File: config.mk
export PLATFORM = sky130hd
export DESIGN_NAME = display_uart_tx
export DESIGN_NICKNAME = d
export VERILOG_FILES = /design/src/rtl/display_uart_tx.sv
export SDC_FILE = /design/constraint.sdc
export NUM_CORES = 1
export LEC_CHECK = 0
export CAP_MARGIN = 25
export CORE_MARGIN = 10
export CORE_UTILIZATION = 40
export DETAILED_ROUTE_END_ITERATION = 8
export SETUP_SLACK_MARGIN = 0.5
export SYNTH_ARGS = -nofsm -noshare
export SYNTH_HDL_FRONTEND = slang
export SYNTH_SLANG_ARGS = --single-unit
File: constraint.sdc
create_clock -name clk -period 9.5 [get_ports clk]
set_clock_uncertainty 0.15 [all_clocks]
set_input_delay 0.95 -clock clk [delete_from_list [all_inputs] [get_ports clk]]
set_output_delay 0.95 -clock clk [all_outputs]
set_load 0.01 [all_outputs]
File: src/rtl/display_uart_tx.sv
// display_uart_tx
// Captures bytes from the CPU display path on each rising edge of in_valid,
// buffers them in a small FIFO and sends them as UART 8N1 on tx.
//
// Ports
//   clk       board clock, all logic on rising edge
//   rst       synchronous reset, active-low
//   in        byte from the display path
//   in_valid  display trigger (level); one push per rising edge
//   tx        UART serial line, idle high (registered)
//   busy      high while a frame is on the line (registered)
//   count     number of bytes currently buffered
//   full      count equals FIFO depth
//   overflow  sticky; set when a byte is dropped on a full FIFO
//
// state | meaning
// IDLE  | line idle, pop as soon as a byte is buffered
// START | start bit (tx=0)
// DATA  | eight data bits, LSB first
// STOP  | stop bit (tx=1), then pop the next byte or go idle
module display_uart_tx #(
  parameter int CLKS_PER_BIT = 139,
  parameter int FIFO_AW      = 3
) (
  input  logic               clk,
  input  logic               rst,
  input  logic [7:0]         in,
  input  logic               in_valid,
  output logic               tx,
  output logic               busy,
  output logic [FIFO_AW:0]   count,
  output logic               full,
  output logic               overflow
);

  localparam int DEPTH = 1 << FIFO_AW;
  localparam logic [FIFO_AW:0]   CNT_FULL  = (FIFO_AW+1)'(DEPTH);
  localparam logic [FIFO_AW:0]   CNT_ONE   = (FIFO_AW+1)'(1);
  localparam logic [FIFO_AW-1:0] PTR_ONE   = FIFO_AW'(1);
  localparam logic [15:0]        BAUD_LAST = 16'(CLKS_PER_BIT - 1);

  typedef enum logic [1:0] {IDLE, START, DATA, STOP} state_t;

  state_t               state, state_n;
  logic [7:0]           mem [DEPTH];
  logic [FIFO_AW-1:0]   wr_ptr, rd_ptr;
  logic [15:0]          baud_cnt;
  logic [2:0]           bit_idx;
  logic [7:0]           shift;
  logic                 in_valid_d;
  logic                 push_req, push_ok, pop, bit_end, tx_n;

  assign full     = (count == CNT_FULL);
  assign push_req = in_valid & ~in_valid_d;
  // A pop in the same cycle does not make room for a push into a full FIFO.
  assign push_ok  = push_req & ~full;
  assign bit_end  = (baud_cnt == BAUD_LAST);

  always_comb begin
    state_n = state;
    pop     = 1'b0;
    tx_n    = 1'b1;
    case (state)
      IDLE: begin
        if (count != '0) begin
          pop     = 1'b1;
          state_n = START;
        end
      end
      START: begin
        tx_n = 1'b0;
        if (bit_end) state_n = DATA;
      end
      DATA: begin
        tx_n = shift[0];
        if (bit_end && bit_idx == 3'd7) state_n = STOP;
      end
      STOP: begin
        tx_n = 1'b1;
        if (bit_end) begin
          // Back-to-back frames: go straight to START without an idle cycle.
          if (count != '0) begin
            pop     = 1'b1;
            state_n = START;
          end else begin
            state_n = IDLE;
          end
        end
      end
      default: state_n = IDLE;
    endcase
  end

  always_ff @(posedge clk) begin
    if (!rst) state <= IDLE;
    else      state <= state_n;
  end

  // Storage is not reset; the pointers define what is valid.
  always_ff @(posedge clk) begin
    if (rst && push_ok) mem[wr_ptr] <= in;
  end

  always_ff @(posedge clk) begin
    if (!rst) begin
      wr_ptr     <= '0;
      rd_ptr     <= '0;
      count      <= '0;
      overflow   <= 1'b0;
      in_valid_d <= 1'b0;
      baud_cnt   <= '0;
      bit_idx    <= '0;
      shift      <= '0;
      tx         <= 1'b1;
      busy       <= 1'b0;
    end else begin
      in_valid_d <= in_valid;
      tx         <= tx_n;
      busy       <= (state != IDLE);

      if (push_ok)  wr_ptr   <= wr_ptr + PTR_ONE;
      if (push_req && full) overflow <= 1'b1;

      case ({push_ok, pop})
        2'b10:   count <= count + CNT_ONE;
        2'b01:   count <= count - CNT_ONE;
        default: count <= count;
      endcase

      if (pop) begin
        shift  <= mem[rd_ptr];
        rd_ptr <= rd_ptr + PTR_ONE;
      end else if (state == DATA && bit_end) begin
        shift <= {1'b0, shift[7:1]};
      end

      if (state == IDLE || bit_end) baud_cnt <= '0;
      else                          baud_cnt <= baud_cnt + 16'd1;

      if (state != DATA)  bit_idx <= '0;
      else if (bit_end)   bit_idx <= bit_idx + 3'd1;
    end
  end

endmodule

==> results of run 1 <==
metal layers:
metal	GRT usage, %	vias up	wire length (um)
li1	-	1299	-
met1	13.54	1272	3703
met2	16.16	53	3829
met3	3.184	12	360
met4	3.952	0	116
met5	0	-	0
worst max-delay path: cells and delay by family, from the launching register on:
kind	cells	cell delay (ns)
AND/OR/NAND/NOR	3	1.20
flip-flops	1	0.39
buffers and inverters	1	0.21
AO/OA/AOI/OAI	3	0.77
adder cells (fa/ha/maj)	2	0.49
XOR/XNOR	2	0.25
area by class of cell:
type                       count  area share [%]
inverter                      10          0.7163
clock buffer                  10           4.561
tap                          143           3.415
timing repair buffer          23           4.202
sequential                   110           54.25
multi-input combinational    205           31.69
clock inverter                 6           1.170
placed cells by master (no fill, tap or decap), drive strengths merged, types with 4 or more instances in the layout:
| cell type | Yosys | layout |
|---|---|---|
| a211oi | 15 | 15 |
| a21oi | 11 | 11 |
| and3 | 4 | 4 |
| buf | 3 | 4 |
| clkbuf | 9 | 11 |
| clkdlybuf4s50 | 0 | 18 |
| dfxtp | 46 | 46 |
| edfxtp | 64 | 64 |
| ha | 13 | 13 |
| inv | 10 | 14 |
| mux2i | 13 | 13 |
| mux4 | 16 | 16 |
| nand2 | 19 | 19 |
| nand3 | 7 | 7 |
| nor2 | 31 | 31 |
| nor2b | 8 | 8 |
| nor3 | 9 | 9 |
| o21ai | 6 | 6 |
| or3 | 6 | 6 |
| xnor2 | 6 | 6 |
| xor2 | 11 | 11 |
through the flow:
step | worst slack (ns) | utilization (%)
2_1_floorplan | 6.398 | -
3_3_place_gp | 5.802 | 43.28
3_5_place_dp | 5.736 | 43.52
4_1_cts | 5.934 | 46.18
5_1_grt | 5.584 | 46.29
6_report | 5.950 | 46.29
cells by family after synthesis:
logic type	share of synthesized area [%]
mux	10.93
fa+ha+maj	3.543
flops	61.92
simple gates	12.54
xor+xnor	3.243
buf+inv	1.908
compound gates	5.915
flip-flops by register name, indices dropped and copies added, names as in the netlist, named ones only:
register and cells:
in_valid_d 1, bit_idx 3, rd_ptr 3, shift 8
busy 1, tx 1, wr_ptr 3, state 2
mem 64, count 4, overflow 1, baud_cnt 16
cells in the mapped netlist, types with 9 or more instances:
cell type | count | area share [%]
a211oi_1 | 15 | 2.5
nor3_1 | 9 | 0.98
mux2i_1 | 13 | 2.8
nor2_1 | 31 | 2.5
edfxtp_1 | 64 | 42
inv_1 | 10 | 0.82
xor2_1 | 11 | 2.1
a21oi_1 | 11 | 1.2
mux4_2 | 16 | 7.8
ha_1 | 13 | 3.5
nand2_1 | 19 | 1.6
dfxtp_1 | 46 | 20
power by group:
part           total (W)  switching, W  internal (W)
sequential      0.000575     0.0000356      0.000540
clock           0.000367      0.000175      0.000192
combinational   0.000291      0.000153      0.000138
path summary, 6_finish.rpt:
kind / start / to / depth (start not counted)
max reg2reg: count[0] / count[2] / 11
max: count[0] / count[2] / 11
min reg2reg: rd_ptr[1] / rd_ptr[1] / 2
min: rd_ptr[1] / rd_ptr[1] / 2
==> impl_metrics.py, run 1 <==
metrics = {
    "die": {
        "dieArea_um2": 16160,
        "fp-row-count": 39,
        "die-width_um": 127.1,
        "die-height_um": 127.1,
        "core-area_um2": 11320,
        "initial_core_util_pct": 40.55,
        "io_pins": 19,
    },
    "place": {
        "placed_cell_area_um2": 4927,
        "port_buffers": 18,
        "place_congestion": 0.7391,
        "dp_hpwl_um": 5557,
        "place_inst": 489,
    },
    "setup_path": {
        "criticalPathCategory": "reg -> reg",
        "crit_chain": "nor4_1, nor2_1, a31oi_4, inv_1, ha_1, xor2_1, ha_1, a21oi_1, xor2_1, or3_1, a21oi_1",
        "arrival_ns": 3.67,
        "cp_slowest_cell": "nor4_1",
        "crit_path_end_kind": "register",
        "crit_fanout": 19,
        "critical_path.max_stage_delay_ns": 0.73,
        "cp_data_required_time_ns": 9.62,
        "critPathLaunchType": "register",
        "regToRegSetupSlack_ns": 5.95,
    },
    "cts": {
        "cts-resized-gates": 0,
        "cts_tree": "done",
        "cts.htree.levels": 3,
        "hold_buffers": 0,
        "cts_made_buffers": 9,
        "cts-root-buf": "clkbuf_16",
        "clk_pin_slew_ns": 0.07,
        "cts_setup_buffers": 0,
        "cts.sink_count": 110,
        "clk_latency_ns": 0.34,
        "cts_buffer_depth": 2,
    },
    "logic_synthesis": {
        "synth_area_um2": 4591,
        "synth_nets": 361,
        "synth-edff-count": 64,
        "async_flop_share_pct": 0,
        "syn_area_per_cell_um2": 13.62,
        "yosys_warnings": 0,
        "yosys_register_bits": 110,
        "ys_types": 43,
        "ys_seq_area_share_pct": 61.92,
        "ys.flop_type": "edfxtp_1",
        "syn_inst": 337,
    },
    "layout": {
        "diodes": 0,
        "final_cells": 507,
        "nNetsFinal": 383,
        "design_area_um2": 5240,
        "syn_to_final_growth_pct": 14.15,
        "seq_area_um2": 2843,
        "multi_input_area_um2": 1660,
        "fillCellCount": 1009,
        "drive_gt1_share_pct": 11.81,
    },
    "detailed_routing": {
        "firstDrtPassIters": 4,
        "drt_iter0_drc": 145,
        "wire_per_inst_um": 15.80,
        "antenna_left": 0,
        "wl_um": 8009,
        "drc": 0,
        "routed-via-count": 2636,
        "viasPerCell": 5.199,
    },
    "global_route": {
        "grt.overflow.total": 0,
        "antenna_found_initial": 0,
        "grt_max_degree": 22,
        "first_global_vias": 2613,
        "grt_pass1_wl_um": 13560,
        "grtUsageTotal_pct": 10.47,
    },
    "pwr": {
        "p_total_w": 0.001233,
        "p_leak_nw": 1.714,
        "vdd_ir_drop_max_mv": 0.1333,
        "powerDensity_nw_per_um2": 235.2,
    },
    "timing": {
        "tns_ns": 0,
        "worst-slew-pin-transition_ns": 0.8757,
        "finalSetupViolations": 0,
        "rsz0062_at_grt": "no",
        "maxSlewHeadroom_pct": 41.40,
        "finalCriticalPeriod_ns": 3.550,
        "finalHoldViolCount": 0,
        "fmax_mhz": 281.7,
        "drv_slew": 0,
        "hold_slack_ns": 0.3242,
        "fin_crit_sh_pct": 37.37,
    },
    "job": {
        "cap_violations": 0,
    },
    "run_status": {
        "status": "finished clean",
    },
    "min_path": {
        "hold_path.class": "reg -> reg",
    },
}
Note: power is estimated with default switching activity, not from simulation.
==> run 2, diff against run 1 <==
==> constraint.sdc (replaced) <==
create_clock -name clk -period 3.5 [get_ports clk]
set_clock_uncertainty 0.15 [all_clocks]
set_input_delay 0.35 -clock clk [delete_from_list [all_inputs] [get_ports clk]]
set_output_delay 0.35 -clock clk [all_outputs]
set_load 0.01 [all_outputs]
==> run 2 against run 1 <==
Non-clock buffer count rose by 11. Power grew to 2.8 times the previous value. Global-route usage hardly changed. Sequential cell count did not move. Largest power group unchanged. Cell area increased by 2.2%. Count of clock-buffer cells in the layout decreased by 1. Utilization rose by 1.0 points.
==> impl_metrics.py, run 2 (synthesized netlist as in run 1, its figures left out) <==
metrics = {
    "run_status": {
        "status": "finished clean",
    },
    "detailed_routing": {
        "wire_per_inst_um": 15.80,
        "firstDrtPassIters": 4,
        "routed-via-count": 2695,
        "wl_um": 8183,
        "drt_iter0_drc": 140,
        "viasPerCell": 5.203,
        "drc": 0,
        "antenna_left": 0,
    },
    "timing": {
        "finalHoldViolCount": 0,
        "maxSlewHeadroom_pct": 49.74,
        "finalCriticalPeriod_ns": 2.877,
        "fin_crit_sh_pct": 82.20,
        "hold_slack_ns": 0.3335,
        "worst-slew-pin-transition_ns": 0.7528,
        "rsz0062_at_grt": "no",
        "finalSetupViolations": 0,
        "tns_ns": 0,
        "drv_slew": 0,
        "fmax_mhz": 347.6,
    },
    "setup_path": {
        "cp_data_required_time_ns": 3.63,
        "arrival_ns": 3.01,
        "critPathLaunchType": "register",
        "crit_path_end_kind": "register",
        "crit_top_cell": "xor2_1",
        "critPathLaunch": "baud_cnt[5]",
        "criticalPathCategory": "reg -> reg",
        "crit_chain": "or4_4, nor4_4, a31oi_4, inv_4, ha_4, xor2_1, ha_1, a21oi_1, xor2_1, or3_1, a21oi_2",
        "crit_fanout": 5,
        "cp_slowest_cell": "or4_4",
        "critical_path.max_stage_delay_ns": 0.58,
        "cpLargestDelayFamily": "simple AND/OR/NAND/NOR gates",
        "crit_buf_inv": 1,
        "r2r-start": "baud_cnt[5]",
    },
    "layout": {
        "diodes": 0,
        "final_cells": 518,
        "final_common_cell": "edfxtp_1",
        "design_area_um2": 5355,
        "nNetsFinal": 394,
        "drive_gt1_share_pct": 15.47,
        "largest_reg_flops": 64,
        "top_register": "mem",
        "syn_to_final_growth_pct": 16.65,
        "mostFrequentLayoutCells": "64 x edfxtp_1, 46 x dfxtp_1, 31 x nor2_1",
        "top_regs": "mem (64), baud_cnt (16), shift (8)",
    },
    "place": {
        "place_congestion": 0.7624,
        "dp_hpwl_um": 5395,
        "port_buffers": 18,
        "place_inst": 500,
        "placed_cell_area_um2": 5017,
    },
    "cts": {
        "cts_buffer_depth": 2,
        "hold_buffers": 0,
        "clk_latency_ns": 0.35,
        "clk_pin_slew_ns": 0.07,
        "cts_tree": "done",
        "cts_made_buffers": 9,
        "cts.sink_count": 110,
        "cts-root-buf": "clkbuf_16",
        "cts.htree.levels": 3,
    },
    "pwr": {
        "p_total_w": 0.003474,
        "p_leak_nw": 1.775,
        "powerDensity_nw_per_um2": 648.8,
        "vdd_ir_drop_max_mv": 0.3237,
    },
    "global_route": {
        "antenna_found_initial": 0,
        "grt_max_degree": 21,
        "grtUsageTotal_pct": 10.45,
        "grt_pass1_wl_um": 13500,
        "grt.overflow.total": 0,
        "first_global_vias": 2626,
    },
    "die": {
        "dieArea_um2": 16160,
        "core-area_um2": 11320,
        "fp-row-count": 39,
        "die-width_um": 127.1,
        "die-height_um": 127.1,
        "initial_core_util_pct": 40.55,
        "io_pins": 19,
    },
    "job": {
        "cap_violations": 0,
    },
    "min_path": {
        "hold_path.class": "reg -> reg",
        "hold_start": "rd_ptr[1]",
    },
}
[run 2: cell types whose count changed in the layout (fill, tap and decap cells not counted), sizes merged]
cell      before  now
buf            4   16
bufinv         0    1
clkbuf        11    9
clkinv         1    2
clkinvlp       1    0
[run 2: cell type report]
class | instances | area (um2)
Tap cell | 143 | 178.9
Fill cell | 1014 | 5966
Clock inverter | 7 | 82.58
Sequential cell | 110 | 2843
Multi-Input combinational cell | 205 | 1685
Inverter | 10 | 40.04
Clock buffer | 9 | 225.2
Timing Repair Buffer | 34 | 300.3
[run 2: report_power, final]
part | total (W) | switching (W) | internal (W)
clock | 0.00104 | 0.000471 | 0.000569
sequential | 0.00155 | 0.0000842 | 0.00146
combinational | 0.000885 | 0.000457 | 0.000428
[run 2: worst register-to-register path: cells and delay by family (launching register included)]
kind,cells,cell delay [ns]
flops,1,0.33
xor+xnor,2,0.33
fa+ha+maj,2,0.33
compound gates,3,0.33
simple gates,3,1.26
buf+inv,1,0.10
[run 2: final timing paths]
check                                  to  slack, ns  cells past startpoint
worst max-delay path             count[2]       0.62                     11
worst min-delay path            rd_ptr[1]       0.33                      2
worst max register to register   count[2]       0.62                     11
worst min register to register  rd_ptr[1]       0.33                      2
[run 2: what timing repair did]
action / 4_1_cts / 5_1_grt
buffers inserted: 0 / 2
gates resized for setup: 0 / 4
hold endpoints to repair: 0 / 0
endpoints found under the setup margin: 0 / 2
[run 2: per-layer routing]
metal | vias up | GRT usage [%] | routed length, um
li1 | 1321 | - | -
met1 | 1324 | 12.19 | 3745
met2 | 37 | 18.01 | 4010
met3 | 13 | 3.060 | 313
met4 | 0 | 3.416 | 114
met5 | - | 0 | 0
[run 2: through the flow]
step,util [%],setup WS (ns)
after floorplan,-,0.4990
after detailed placement,44.32,0.4524
after global placement,44.32,0.5246
after CTS,47.04,0.5968
after global routing,47.30,0.4941
final,47.30,0.6231
==> run 3, diff against run 2 <==
==> constraint.sdc (replaced) <==
create_clock -name clk -period 2.5 [get_ports clk]
set_clock_uncertainty 0.15 [all_clocks]
set_input_delay 0.25 -clock clk [delete_from_list [all_inputs] [get_ports clk]]
set_output_delay 0.25 -clock clk [all_outputs]
set_load 0.01 [all_outputs]
==> run 3 against run 2 <==
The run now ends with setup timing left. Critical path depth unchanged. Worst hold slack worse by 0.0054 ns. Register-to-register slack lost 0.85 ns. Largest cell class unchanged.
==> impl_metrics.py, run 3 (synthesized netlist as in run 1, its figures left out) <==
metrics = {
    "run_status": {
        "status": "complete, but fails checks",
        "violations": "setup timing",
    },
    "timing": {
        "finalCriticalPeriod_ns": 2.728,
        "finalSetupViolations": 2,
        "fin_crit_sh_pct": 109.1,
        "drv_slew": 0,
        "maxSlewHeadroom_pct": 62.14,
        "finalHoldViolCount": 0,
        "fin_ws_ns": -0.2277,
        "fmax_mhz": 366.6,
        "worst-slew-pin-transition_ns": 0.5671,
        "tns_ns": -0.4523,
        "rsz0062_at_grt": "yes",
    },
    "die": {
        "fp-row-count": 39,
        "io_pins": 19,
        "die-width_um": 127.1,
        "dieArea_um2": 16160,
        "core-area_um2": 11320,
        "initial_core_util_pct": 40.55,
        "die-height_um": 127.1,
    },
    "detailed_routing": {
        "routed-via-count": 2893,
        "antenna_left": 0,
        "drt_iter0_drc": 141,
        "wl_um": 9246,
        "drc": 0,
        "firstDrtPassIters": 4,
        "viasPerCell": 5.157,
        "wire_per_inst_um": 16.48,
    },
    "setup_path": {
        "crit_path_end_kind": "register",
        "cpLargestDelayFamily": "simple AND/OR/NAND/NOR gates",
        "crit_buf_inv": 2,
        "arrival_ns": 2.82,
        "cp_slowest_cell": "or4_4",
        "critPathLaunchType": "register",
        "crit_fanout": 2,
        "critical_path.max_stage_delay_ns": 0.56,
        "crit_top_cell": "o21a_1",
        "criticalPathCategory": "reg -> reg",
        "crit_chain": "or4_4, nor4_4, a31oi_4, inv_2, ha_4, buf_4, nor4bb_4, a21oi_2, o21a_1, o21a_1, o21a_1",
        "cp_data_required_time_ns": 2.59,
    },
    "cts": {
        "cts_buffer_depth": 2,
        "cts.htree.levels": 3,
        "cts_made_buffers": 9,
        "cts.sink_count": 110,
        "hold_buffers": 0,
        "clk_latency_ns": 0.35,
        "clk_pin_slew_ns": 0.07,
        "cts-root-buf": "clkbuf_16",
        "cts_tree": "done",
    },
    "layout": {
        "syn_to_final_growth_pct": 33.33,
        "top_regs": "mem (64), baud_cnt (16), shift (8)",
        "final_common_cell": "edfxtp_1",
        "top_register": "mem",
        "mostFrequentLayoutCells": "64 x edfxtp_1, 44 x buf_4, 43 x dfxtp_1",
        "drive_gt1_share_pct": 36.60,
        "diodes": 0,
        "nNetsFinal": 437,
        "postLayoutCoreUtil_pct": 54.07,
        "fillCellCount": 935,
        "largest_reg_flops": 64,
    },
    "global_route": {
        "use_met3_pct": 2.730,
        "first_global_vias": 3053,
        "grt.overflow.total": 0,
        "grt_pass1_wl_um": 14960,
        "antenna_found_initial": 0,
        "grt_use_met2_pct": 19.65,
        "grt_max_degree": 21,
        "grtUsageTotal_pct": 11.47,
        "top_usage_layer": "met2",
        "met1_usage_pct": 13.45,
    },
    "job": {
        "cap_violations": 0,
    },
    "pwr": {
        "p_leak_nw": 2.061,
        "powerDensity_nw_per_um2": 887.7,
        "vdd_ir_drop_max_mv": 0.5362,
    },
    "place": {
        "place_congestion": 0.8116,
        "port_buffers": 18,
        "dp_hpwl_um": 5944,
    },
    "min_path": {
        "hold_path.class": "reg -> reg",
    },
}
## run 3: cell types whose count changed in the layout (fill, tap and decap cells not counted), sizes merged
cell,change
clkinv,-1
clkdlybuf4s50,-1
inv,+1
clkbuf,+1
buf,+43
bufinv,-1
dlymetal6s2s,+1
## run 3: worst paths after layout
path          startpoint         to  slack (ns)  cells past startpoint
max          baud_cnt[5]   count[3]       -0.23                     11
max reg2reg  baud_cnt[5]   count[3]       -0.23                     11
min            rd_ptr[1]  rd_ptr[1]        0.33                      2
min reg2reg    rd_ptr[1]  rd_ptr[1]        0.33                      2
## run 3: worst reg2reg max path, stage by stage, from the launching register on
cell	delay [ns]
dfxtp_2	0.32
or4_4	0.56
nor4_4	0.31
a31oi_4	0.15
inv_2	0.10
ha_4	0.13
buf_4	0.11
nor4bb_4	0.21
a21oi_2	0.05
o21a_1	0.20
o21a_1	0.18
o21a_1	0.17
## run 3: metrics by stage
stage / hold WS [ns] / power, W / instances / setup slack [ns] / instance area (um2)
final: 0.3281 / 0.005434 / 561 / -0.2277 / 6121
after global routing: 0.3431 / 0.005716 / 561 / -0.3384 / 6121
after global placement: 0.2976 / 0.003640 / 537 / -0.2451 / 5390
after CTS: 0.3347 / 0.005139 / 558 / -0.2322 / 5777
after detailed placement: 0.3182 / 0.003667 / 537 / -0.2760 / 5390
after floorplan: 0.1989 / 0.003124 / 337 / -0.4904 / 4705
## run 3: layout make-up
type | instances | area (um2) | share of cell area (%)
inverter | 10 | 37.54 | 0.6132
timing repair buffer | 77 | 716.9 | 11.71
sequential | 110 | 2846 | 46.50
tap | 143 | 178.9 | 2.923
clock inverter | 6 | 47.55 | 0.7768
multi-input combinational | 205 | 2064 | 33.73
clock buffer | 10 | 229.0 | 3.741
## run 3: what timing repair did
item                       CTS  global route
setup endpoints to repair  101            86
setup buffers                4             3
pin swaps                    5            24
cloned                       1             0
resized for setup           16            74
## run 3: layer usage
layer	vias up	share of wire, %
li1	1406	-
met1	1452	44
met2	28	52
met3	7	2.6
met4	0	1.2
met5	-	0
## run 3: power by group
part | internal [W] | switching [W]
registers | 0.00205 | 0.0000916
logic | 0.000997 | 0.000936
clock network | 0.000692 | 0.000665
total | 0.00374 | 0.00169
